## src/rtl/pc_fetch_sequencer_pkg.sv

```systemverilog
`default_nettype none
// ============================================================================
// Module  : pc_fetch_sequencer_pkg
// Purpose : Shared definitions for the fetch front end: PC width, PC step,
//           alignment mask, fetch FSM state encoding and HLT decode helper.
// Ports   : none (package)
// Revision: 1.0 - initial release
// ============================================================================
package pc_fetch_sequencer_pkg;

   localparam int              c_PC_W          = 16;
   localparam logic [15:0]     c_PC_STEP       = 16'd2;
   // Instructions are halfword aligned; bit 0 of any loaded PC is cleared.
   localparam logic [15:0]     c_PC_ALIGN_MASK = 16'hFFFE;

   typedef enum logic [1:0] {
      FS_FETCH = 2'b00,
      FS_STALL = 2'b01,
      FS_HALT  = 2'b10
   } fetch_state_t;

   function automatic logic is_halt_instr(input logic [15:0] instr,
                                          input logic [3:0]  opcode);
      return (instr[15:12] == opcode);
   endfunction

endpackage
`default_nettype wire

```

## src/rtl/pc_fetch_sequencer_if.sv

```systemverilog
`default_nettype none
// ============================================================================
// Module  : pc_fetch_sequencer_if
// Purpose : Instruction-memory fetch bus between the fetch sequencer and the
//           multi-cycle instruction memory.
// Signals : imem_req   - fetch request (level, held until imem_ready)
//           imem_addr  - fetch address
//           imem_ready - imem_data valid for current imem_addr
//           imem_data  - fetched instruction
// Modports: master (fetch sequencer), slave (instruction memory)
// Revision: 1.0 - initial release
// ============================================================================
interface pc_fetch_sequencer_if;
   import pc_fetch_sequencer_pkg::*;

   logic              imem_req;
   logic [c_PC_W-1:0] imem_addr;
   logic              imem_ready;
   logic [15:0]       imem_data;

   modport master (
      output imem_req,
      output imem_addr,
      input  imem_ready,
      input  imem_data
   );

   modport slave (
      input  imem_req,
      input  imem_addr,
      output imem_ready,
      output imem_data
   );

endinterface
`default_nettype wire

```

## src/rtl/pc_fetch_sequencer_add_sub.sv

```systemverilog
`default_nettype none
// ============================================================================
// Module  : pc_fetch_sequencer_add_sub
// Purpose : 16-bit adder/subtractor (team Add_Sub_16bit datapath unit).
//           o_sum = i_a + i_b when i_sub=0, i_a - i_b when i_sub=1.
// Ports   : i_a, i_b  in  16  operands
//           i_sub     in  1   0=add, 1=subtract
//           o_sum     out 16  result (wraps modulo 2^16)
//           o_ovfl    out 1   two's-complement overflow
// Revision: 1.0 - initial release
// ============================================================================
module pc_fetch_sequencer_add_sub (
   input  wire logic [15:0] i_a,
   input  wire logic [15:0] i_b,
   input  wire logic        i_sub,
   output logic      [15:0] o_sum,
   output logic             o_ovfl
);

   logic [15:0] w_b_eff;

   // Subtraction is a + ~b + 1.
   assign w_b_eff = i_b ^ {16{i_sub}};
   assign o_sum   = i_a + w_b_eff + {15'd0, i_sub};
   assign o_ovfl  = (i_a[15] == w_b_eff[15]) && (o_sum[15] != i_a[15]);

endmodule
`default_nettype wire

```

## src/rtl/pc_fetch_sequencer.sv

```systemverilog
`default_nettype none
// ============================================================================
// Module  : pc_fetch_sequencer
// Purpose : Owns the architectural PC and sequences instruction fetch into
//           the IF/ID register. Handles decode stalls, taken-branch
//           redirects and HLT detection (parks the front end).
// Ports   : clk, rst          clock / async active-high reset
//           stall_in          decode hazard: hold PC and IF/ID, drop request
//           redirect_valid    taken branch resolved in ID this cycle
//           redirect_pc[15:0] branch target (bit 0 ignored)
//           imem              fetch bus (master modport)
//           if_valid          IF/ID holds a live instruction
//           if_instr[15:0]    IF/ID instruction
//           if_pc_plus2[15:0] IF/ID PC+2
//           flush             squash IF/ID (= redirect_valid)
//           halted            front end parked on HLT
//           instr_count[15:0] instructions delivered to IF/ID (wraps)
// Revision: 1.0 - initial release
// ============================================================================
module pc_fetch_sequencer
   import pc_fetch_sequencer_pkg::*;
#(
   parameter logic [15:0] RESET_PC    = 16'h0000,
   parameter logic [3:0]  HALT_OPCODE = 4'hF
) (
   input  wire logic          clk,
   input  wire logic          rst,
   input  wire logic          stall_in,
   input  wire logic          redirect_valid,
   input  wire logic [15:0]   redirect_pc,
   pc_fetch_sequencer_if.master imem,
   output logic               if_valid,
   output logic [15:0]        if_instr,
   output logic [15:0]        if_pc_plus2,
   output logic               flush,
   output logic               halted,
   output logic [15:0]        instr_count
);

   fetch_state_t r_state;
   logic [15:0]  r_pc;
   logic         r_if_valid;
   logic [15:0]  r_if_instr;
   logic [15:0]  r_if_pc_plus2;
   logic [15:0]  r_instr_count;
   logic         r_halted;

   logic [15:0]  w_pc_plus2;
   logic         w_add_ovfl_unused;

   pc_fetch_sequencer_add_sub u_pc_inc (
      .i_a    (r_pc),
      .i_b    (c_PC_STEP),
      .i_sub  (1'b0),
      .o_sum  (w_pc_plus2),
      .o_ovfl (w_add_ovfl_unused)
   );

   // The request is dropped combinationally in any cycle whose outcome is
   // already decided by a higher-priority event, so memory never sees a
   // request whose response would be thrown away.
   assign imem.imem_req  = (r_state == FS_FETCH) & ~stall_in & ~redirect_valid & ~rst;
   assign imem.imem_addr = r_pc;

   assign flush       = redirect_valid;
   assign if_valid    = r_if_valid;
   assign if_instr    = r_if_instr;
   assign if_pc_plus2 = r_if_pc_plus2;
   assign instr_count = r_instr_count;
   assign halted      = r_halted;

   always_ff @(posedge clk or posedge rst) begin
      if (rst) begin
         r_state       <= FS_FETCH;
         r_pc          <= RESET_PC;
         r_if_valid    <= 1'b0;
         r_if_instr    <= 16'h0000;
         r_if_pc_plus2 <= 16'h0000;
         r_instr_count <= 16'h0000;
         r_halted      <= 1'b0;
      end else if (redirect_valid) begin
         // Redirect wins over everything, including HALT: a HLT fetched
         // behind a taken branch is on the wrong path.
         r_pc       <= redirect_pc & c_PC_ALIGN_MASK;
         r_if_valid <= 1'b0;
         r_state    <= FS_FETCH;
         r_halted   <= 1'b0;
      end else if (stall_in) begin
         // Everything holds; HALT stays parked since only redirect/rst exit it.
         if (r_state != FS_HALT) begin
            r_state <= FS_STALL;
         end
      end else begin
         case (r_state)
            FS_FETCH: begin
               if (imem.imem_ready) begin
                  r_if_valid    <= 1'b1;
                  r_if_instr    <= imem.imem_data;
                  r_if_pc_plus2 <= w_pc_plus2;
                  r_pc          <= w_pc_plus2;
                  r_instr_count <= r_instr_count + 16'd1;
                  if (is_halt_instr(imem.imem_data, HALT_OPCODE)) begin
                     r_state  <= FS_HALT;
                     r_halted <= 1'b1;
                  end
               end else begin
                  r_if_valid <= 1'b0;
               end
            end
            FS_STALL: begin
               // ID consumes the held instruction on this edge; nothing new
               // was fetched, so a bubble follows it.
               r_state    <= FS_FETCH;
               r_if_valid <= 1'b0;
            end
            FS_HALT: begin
               // HLT stays visible for the first HALT cycle only.
               r_if_valid <= 1'b0;
            end
            default: begin
               r_state    <= FS_FETCH;
               r_if_valid <= 1'b0;
               r_halted   <= 1'b0;
            end
         endcase
      end
   end

endmodule
`default_nettype wire
```

## src/flat_wrapper.sv

```systemverilog
// flat-port wrapper written by rule: the top's interface ports become plain ports
module pc_fetch_sequencer_flat import pc_fetch_sequencer_pkg::*;
#(
   parameter logic [15:0] RESET_PC    = 16'h0000,
   parameter logic [3:0]  HALT_OPCODE = 4'hF
)
  (clk, rst, stall_in, redirect_valid, redirect_pc, if_valid, if_instr, if_pc_plus2, flush, halted, instr_count, imem_imem_req, imem_imem_addr, imem_imem_ready, imem_imem_data);
  pc_fetch_sequencer_if imem_i ();
  input  wire logic clk;
  input  wire logic rst;
  input  wire logic stall_in;
  input  wire logic redirect_valid;
  input  wire logic [15:0] redirect_pc;
  output logic if_valid;
  output logic [15:0] if_instr;
  output logic [15:0] if_pc_plus2;
  output logic flush;
  output logic halted;
  output logic [15:0] instr_count;
  output wire logic [$bits(imem_i.imem_req)-1:0] imem_imem_req;
  output wire logic [$bits(imem_i.imem_addr)-1:0] imem_imem_addr;
  input wire logic [$bits(imem_i.imem_ready)-1:0] imem_imem_ready;
  input wire logic [$bits(imem_i.imem_data)-1:0] imem_imem_data;
  assign imem_imem_req = imem_i.imem_req;
  assign imem_imem_addr = imem_i.imem_addr;
  assign imem_i.imem_ready = imem_imem_ready;
  assign imem_i.imem_data = imem_imem_data;
  pc_fetch_sequencer #(.RESET_PC(RESET_PC), .HALT_OPCODE(HALT_OPCODE)) u_core (.clk(clk), .rst(rst), .stall_in(stall_in), .redirect_valid(redirect_valid), .redirect_pc(redirect_pc), .imem(imem_i), .if_valid(if_valid), .if_instr(if_instr), .if_pc_plus2(if_pc_plus2), .flush(flush), .halted(halted), .instr_count(instr_count));
endmodule
```

## config.mk

```make
export PLATFORM = sky130hd
export DESIGN_NAME = pc_fetch_sequencer_flat
export DESIGN_NICKNAME = d
export VERILOG_FILES = /design/src/rtl/pc_fetch_sequencer_pkg.sv /design/src/rtl/pc_fetch_sequencer_if.sv /design/src/rtl/pc_fetch_sequencer_add_sub.sv /design/src/rtl/pc_fetch_sequencer.sv /design/src/flat_wrapper.sv
export SDC_FILE = /design/constraint.sdc
export NUM_CORES = 1
export LEC_CHECK = 0
export CAP_MARGIN = 20
export CORE_MARGIN = 1
export CORE_UTILIZATION = 51
export DETAILED_ROUTE_END_ITERATION = 7
export PLACE_DENSITY = 0.84
export SLEW_MARGIN = 15
export SYNTH_ARGS = -nofsm -noshare
export SYNTH_HDL_FRONTEND = slang
export SYNTH_HIERARCHICAL = 1
export SYNTH_SLANG_ARGS = --single-unit
export TNS_END_PERCENT = 50
```

## constraint.sdc

```tcl
create_clock -name clk -period 3.67 [get_ports clk]
set_input_delay 0.9175 -clock clk [delete_from_list [all_inputs] [get_ports clk]]
set_output_delay 0.9175 -clock clk [all_outputs]
set_load 0.005 [all_outputs]
```

# Word-level counts from Yosys, hierarchy flattened
# Cells that the tools add are included.
[totals]
register_bits = 68
latch_bits = 0
ramBits = 0
rom_bits = 0
input_bits = 37
output_inout_bits = 68
word_cells = 54
memories = 0
[classes]
addsub = 2
n_mul = 0
div_mod_pow = 0
magnitude_cmp = 0
eq_ne = 12
shifts = 0
muxes = 19
n_bitwise = 6
n_reduce_logical = 8
[op_table]
columns = ["cell", "count"]
rows = [
  ["two-way mux 16 bit", 4],
  ["adder 16 x 1 -> 16 bit (second input constant)", 1],
  ["adder 16 x 2 -> 16 bit (second input constant)", 1],
  ["AND reduction 4 bit", 3],
  ["two-way mux 2 bit", 5],
  ["!= test 3 bit (second input constant)", 3],
  ["two-way mux 1 bit", 8],
  ["!= test 4 bit (second input constant)", 2],
  ["== test 4 bit (second input constant)", 1],
  ["!= test 2 x 1 -> 1 bit (second input constant)", 2],
  ["case mux 2 bit (2 select lines)", 1],
  ["nonzero test 2 bit", 2],
  ["AND 1 bit", 3],
  ["!= test 3 x 1 -> 1 bit (second input constant)", 1],
  ["NOT 1 bit", 3],
  ["AND reduction 3 bit", 1],
  ["== test 2 x 1 -> 1 bit (second input constant)", 1],
  ["== test 2 bit (second input constant)", 1],
  ["logical NOT 2 bit", 1],
  ["!= test 2 bit (second input constant)", 1],
  ["case mux 1 bit (2 select lines)", 1],
  ["OR reduction 2 bit", 1],
]

# Longest topological paths before layout
[logic_depth]
ltp_word = 6
ltp_mapped = 12
ltp_nobuf = 10

# Cells and area by module
# Netlist, hierarchy kept.
[modules_own_cells]
columns = ["mod", "instances", "cells_each", "area_per_inst_um2", "seq_area_each_um2"]
rows = [
  ["pc_fetch_sequencer", 1, 229, 2917.8, 1701.6],
  ["pc_fetch_sequencer_add_sub", 1, 133, 989.7, 0.0],
]

# Worst setup path before layout
# Ideal clock, no wire load.
[synth_path]
path_kind = "input-to-output"
from = "in redirect_valid"
to = "out imem_imem_req"
arrival_time_ns = 1.422
required_ns = 2.753
path_slack_ns = 1.330
path_stages = 3
path_buffers = 2
cell_sequence = "buf_6 > clkbuf_1 > nor3b_1"
[synth_between]
elab_chain_cells = 3
[synth_lines]
columns = ["item", "line", "source"]
rows = [
  ["start: declaration", "flat_wrapper.sv:12", "input wire logic redirect_valid;"],
  ["NOT 1 bit (no source line)", "n/a", ""],
  ["AND 1 bit (2 in series)", "pc_fetch_sequencer.sv:62", "assign imem.imem_req = (r_state == FS_FETCH) & ~stall_in & ~redirect_valid & ~rst;"],
  ["end: declaration", "flat_wrapper.sv:20", "output wire logic [$bits(imem_i.imem_req)-1:0] imem_imem_req;"],
]
# Every way passes these cells.

# Worst setup path in the final report
[layout_path]
from = "in stall_in"
to = "out imem_imem_req"
[layout_between]
elab_chain_cells = 4
[layout_lines]
columns = ["item", "line", "source"]
rows = [
  ["start: declaration", "flat_wrapper.sv:11", "input wire logic stall_in;"],
  ["NOT 1 bit (no source line)", "n/a", ""],
  ["AND 1 bit (3 in series)", "pc_fetch_sequencer.sv:62", ""],
]
# Every way passes these cells.

==> impl_metrics.csv <==
group,metric,value,unit
status,status,"finished, final reports clean",
critical_path,r2r_setup_slack,1.08,ns
critical_path,r2r_cells,9,
power,p_per_area,530,nW/um^2
die,coreArea,7330,um^2
cells_and_area,area.sequential,1700,um^2
grt,grt_pass1_wl,14500,um
die,die_w,89.4,um
hold_path,min_from,"u_core/instr_count[15]",
sta,fin_crit_sh,92.5,%
placed_design,placed_cells,568,
routing,drc_errors,0,
cells_and_area,num-nets-final,536,
critical_path,worstReg2RegStart,"u_core/imem.imem_addr[1]",
routing,antenna_left,0,
clock_network,path_clk_slew,0.07,ns
logic_synthesis,ys_warn_count,6,
clock_network,cts_buffer_depth,2,
clock_network,tritoncts,"yes",
hold_path,worstHoldEndpoint,"u_core/instr_count[15]",
grt,grt_overflow,0,
critical_path,worst_ep_arrival_time,2.48,ns
grt,grt.total_usage,24.3,%
die,io_pins,105,
power,seqPwrFrac,37.6,%
cells_and_area,utilization,71.8,%
power,p_int,1.94,mW
sta,max_freq,0.295,GHz
logic_synthesis,synth_area_per_cell,10.8,um^2
routing,routedWlPerCell,15.5,um
hold_path,hold_class,"flop to flop",
sta,period_minus_slack,3.39,ns
cells_and_area,area_growth,35.0,%
cells_and_area,drive_gt1_share,12.2,%
logic_synthesis,syn_area,3900,um^2
clock_network,cts_resized,0,
clock_network,clk_latency,0.35,ns
die,dieHeight,89.4,um
power,ir_drop,0.266,mV
routing,finalWirelength,9050,um
cells_and_area,insertedDiodeCount,0,
job,maxCapViolations,0,
critical_path,cp-end-kind,"output pin",
cells_and_area,fill_cells,542,
cells_and_area,mostFrequentLayoutCells,"clkdlybuf4s50_1 (103), dfrtp_1 (68), nand2_1 (36), mux2_2 (25), xor2_1 (24)",
clock_network,cts_hold_buf,0,
sta,tns,0,ns
clock_network,cts.sinks,68,
sta,worst_pin_slew,0.785,ns
power,p_comb_share,37.8,%
routing,vias_per_cell,5.37,
placed_design,gpl.final_weighted_congestion,0.796,
sta,drv_slew,0,
routing,dr.pass1.iters,4,
critical_path,rr_endpoint,"u_core/imem.imem_addr[12]",
critical_path,worst_ep_required_time,2.75,ns
cells_and_area,fin_cells,584,
clock_network,h-tree-depth,3,
critical_path,start_kind,"input pin",
critical_path,crit_type,"input pin to output pin",
power,switching_share,30.4,%
hold_path,whs_path_depth,1,
routing,via_count,3136,
placed_design,hpwlAfterDp,6480,um
routing,drt_first_iter_violations,144,
logic_synthesis,syn_inst,361,
cells_and_area,multi_input_area,2120,um^2
sta,hold_viol,0,
clock_network,root_buffer,"clkbuf_8",
placed_design,port_buffers,103,
power,switching_power,0.848,mW
clock_network,post_cts_buffers,0,
die,start_util,53.2,%
sta,fin_skew,0.00811,ns
grt,grt_pass1_vias,3032,
cells_and_area,mostFrequentLayoutCell,"clkdlybuf4s50_1",
sta,slew_headroom,47.6,%
critical_path,crit_path_max_fanout,7,
sta,setup_violations,0,
die,num_rows,31,
grt,antenna_found_initial,0,
clock_network,cts_buffers,9,
power,cellLeakagePower,2.46,nW
sta,grt_setup_unrepaired,"no",
die,die-area,8000,um^2
grt,grt_max_degree,39,
power,clkPwrFrac,24.6,%
-- worst max-delay path, cell delays in order --
cell	delay [ns]
clkdlybuf4s50_1	0.53
nor2b_2	0.24
nor3b_1	0.24
clkdlybuf4s50_1	0.54
-- power by group through the flow --
stage          combinational, mW  sequential, mW  clock, mW
2_1_floorplan              0.538            1.06          0
3_3_place_gp                1.00            1.05          0
3_5_place_dp                1.03            1.06          0
4_1_cts                     1.04            1.05      0.697
5_1_grt                     1.16            1.08      0.728
6_report                    1.05            1.05      0.686
-- final cells by class --
| type | instances | area share [%] |
|---|---|---|
| Sequential cell | 68 | 32.4 |
| Inverter | 7 | 0.500 |
| Tap cell | 99 | 2.35 |
| Timing Repair Buffer | 108 | 20.3 |
| Clock buffer | 12 | 2.76 |
| Multi-Input combinational cell | 286 | 40.3 |
| Clock inverter | 4 | 1.38 |
-- worst max-delay path by stage --
stage,start,endpoint,slack (ns),cells after the start
2_1_floorplan,rst,u_core/halted,1.04,1
3_3_place_gp,stall_in,imem_imem_req,0.32,4
3_5_place_dp,stall_in,imem_imem_req,0.31,4
4_1_cts,stall_in,imem_imem_req,0.27,4
5_1_grt,stall_in,imem_imem_req,0.22,4
6_report,stall_in,imem_imem_req,0.28,4
-- sequential cells by signal, indices dropped and copies added, names as in the netlist --
register               cells
u_core/if_pc_plus2        16
u_core/halted              1
u_core/imem.imem_addr     16
u_core/r_state             2
u_core/instr_count        16
u_core/if_valid            1
u_core/if_instr           16
-- through the flow --
step | hold WS (ns) | power [mW] | instance area [um^2] | setup WS [ns]
2_1_floorplan | 0.468 | 1.60 | 3960 | 1.04
5_1_grt | 0.506 | 2.96 | 5260 | 0.215
3_3_place_gp | 0.461 | 2.06 | 5040 | 0.319
6_report | 0.478 | 2.79 | 5260 | 0.276
4_1_cts | 0.484 | 2.79 | 5260 | 0.274
3_5_place_dp | 0.470 | 2.09 | 5040 | 0.311
-- layer usage --
metal	part of all wire [%]	vias up	global-route usage, %
met1	44	1524	29.7
met3	3.9	25	4.62
li1	-	1498	-
met5	0	-	0
met2	49	89	41.0
met4	3.2	0	12.1
(Power assumes the default switching activity.)
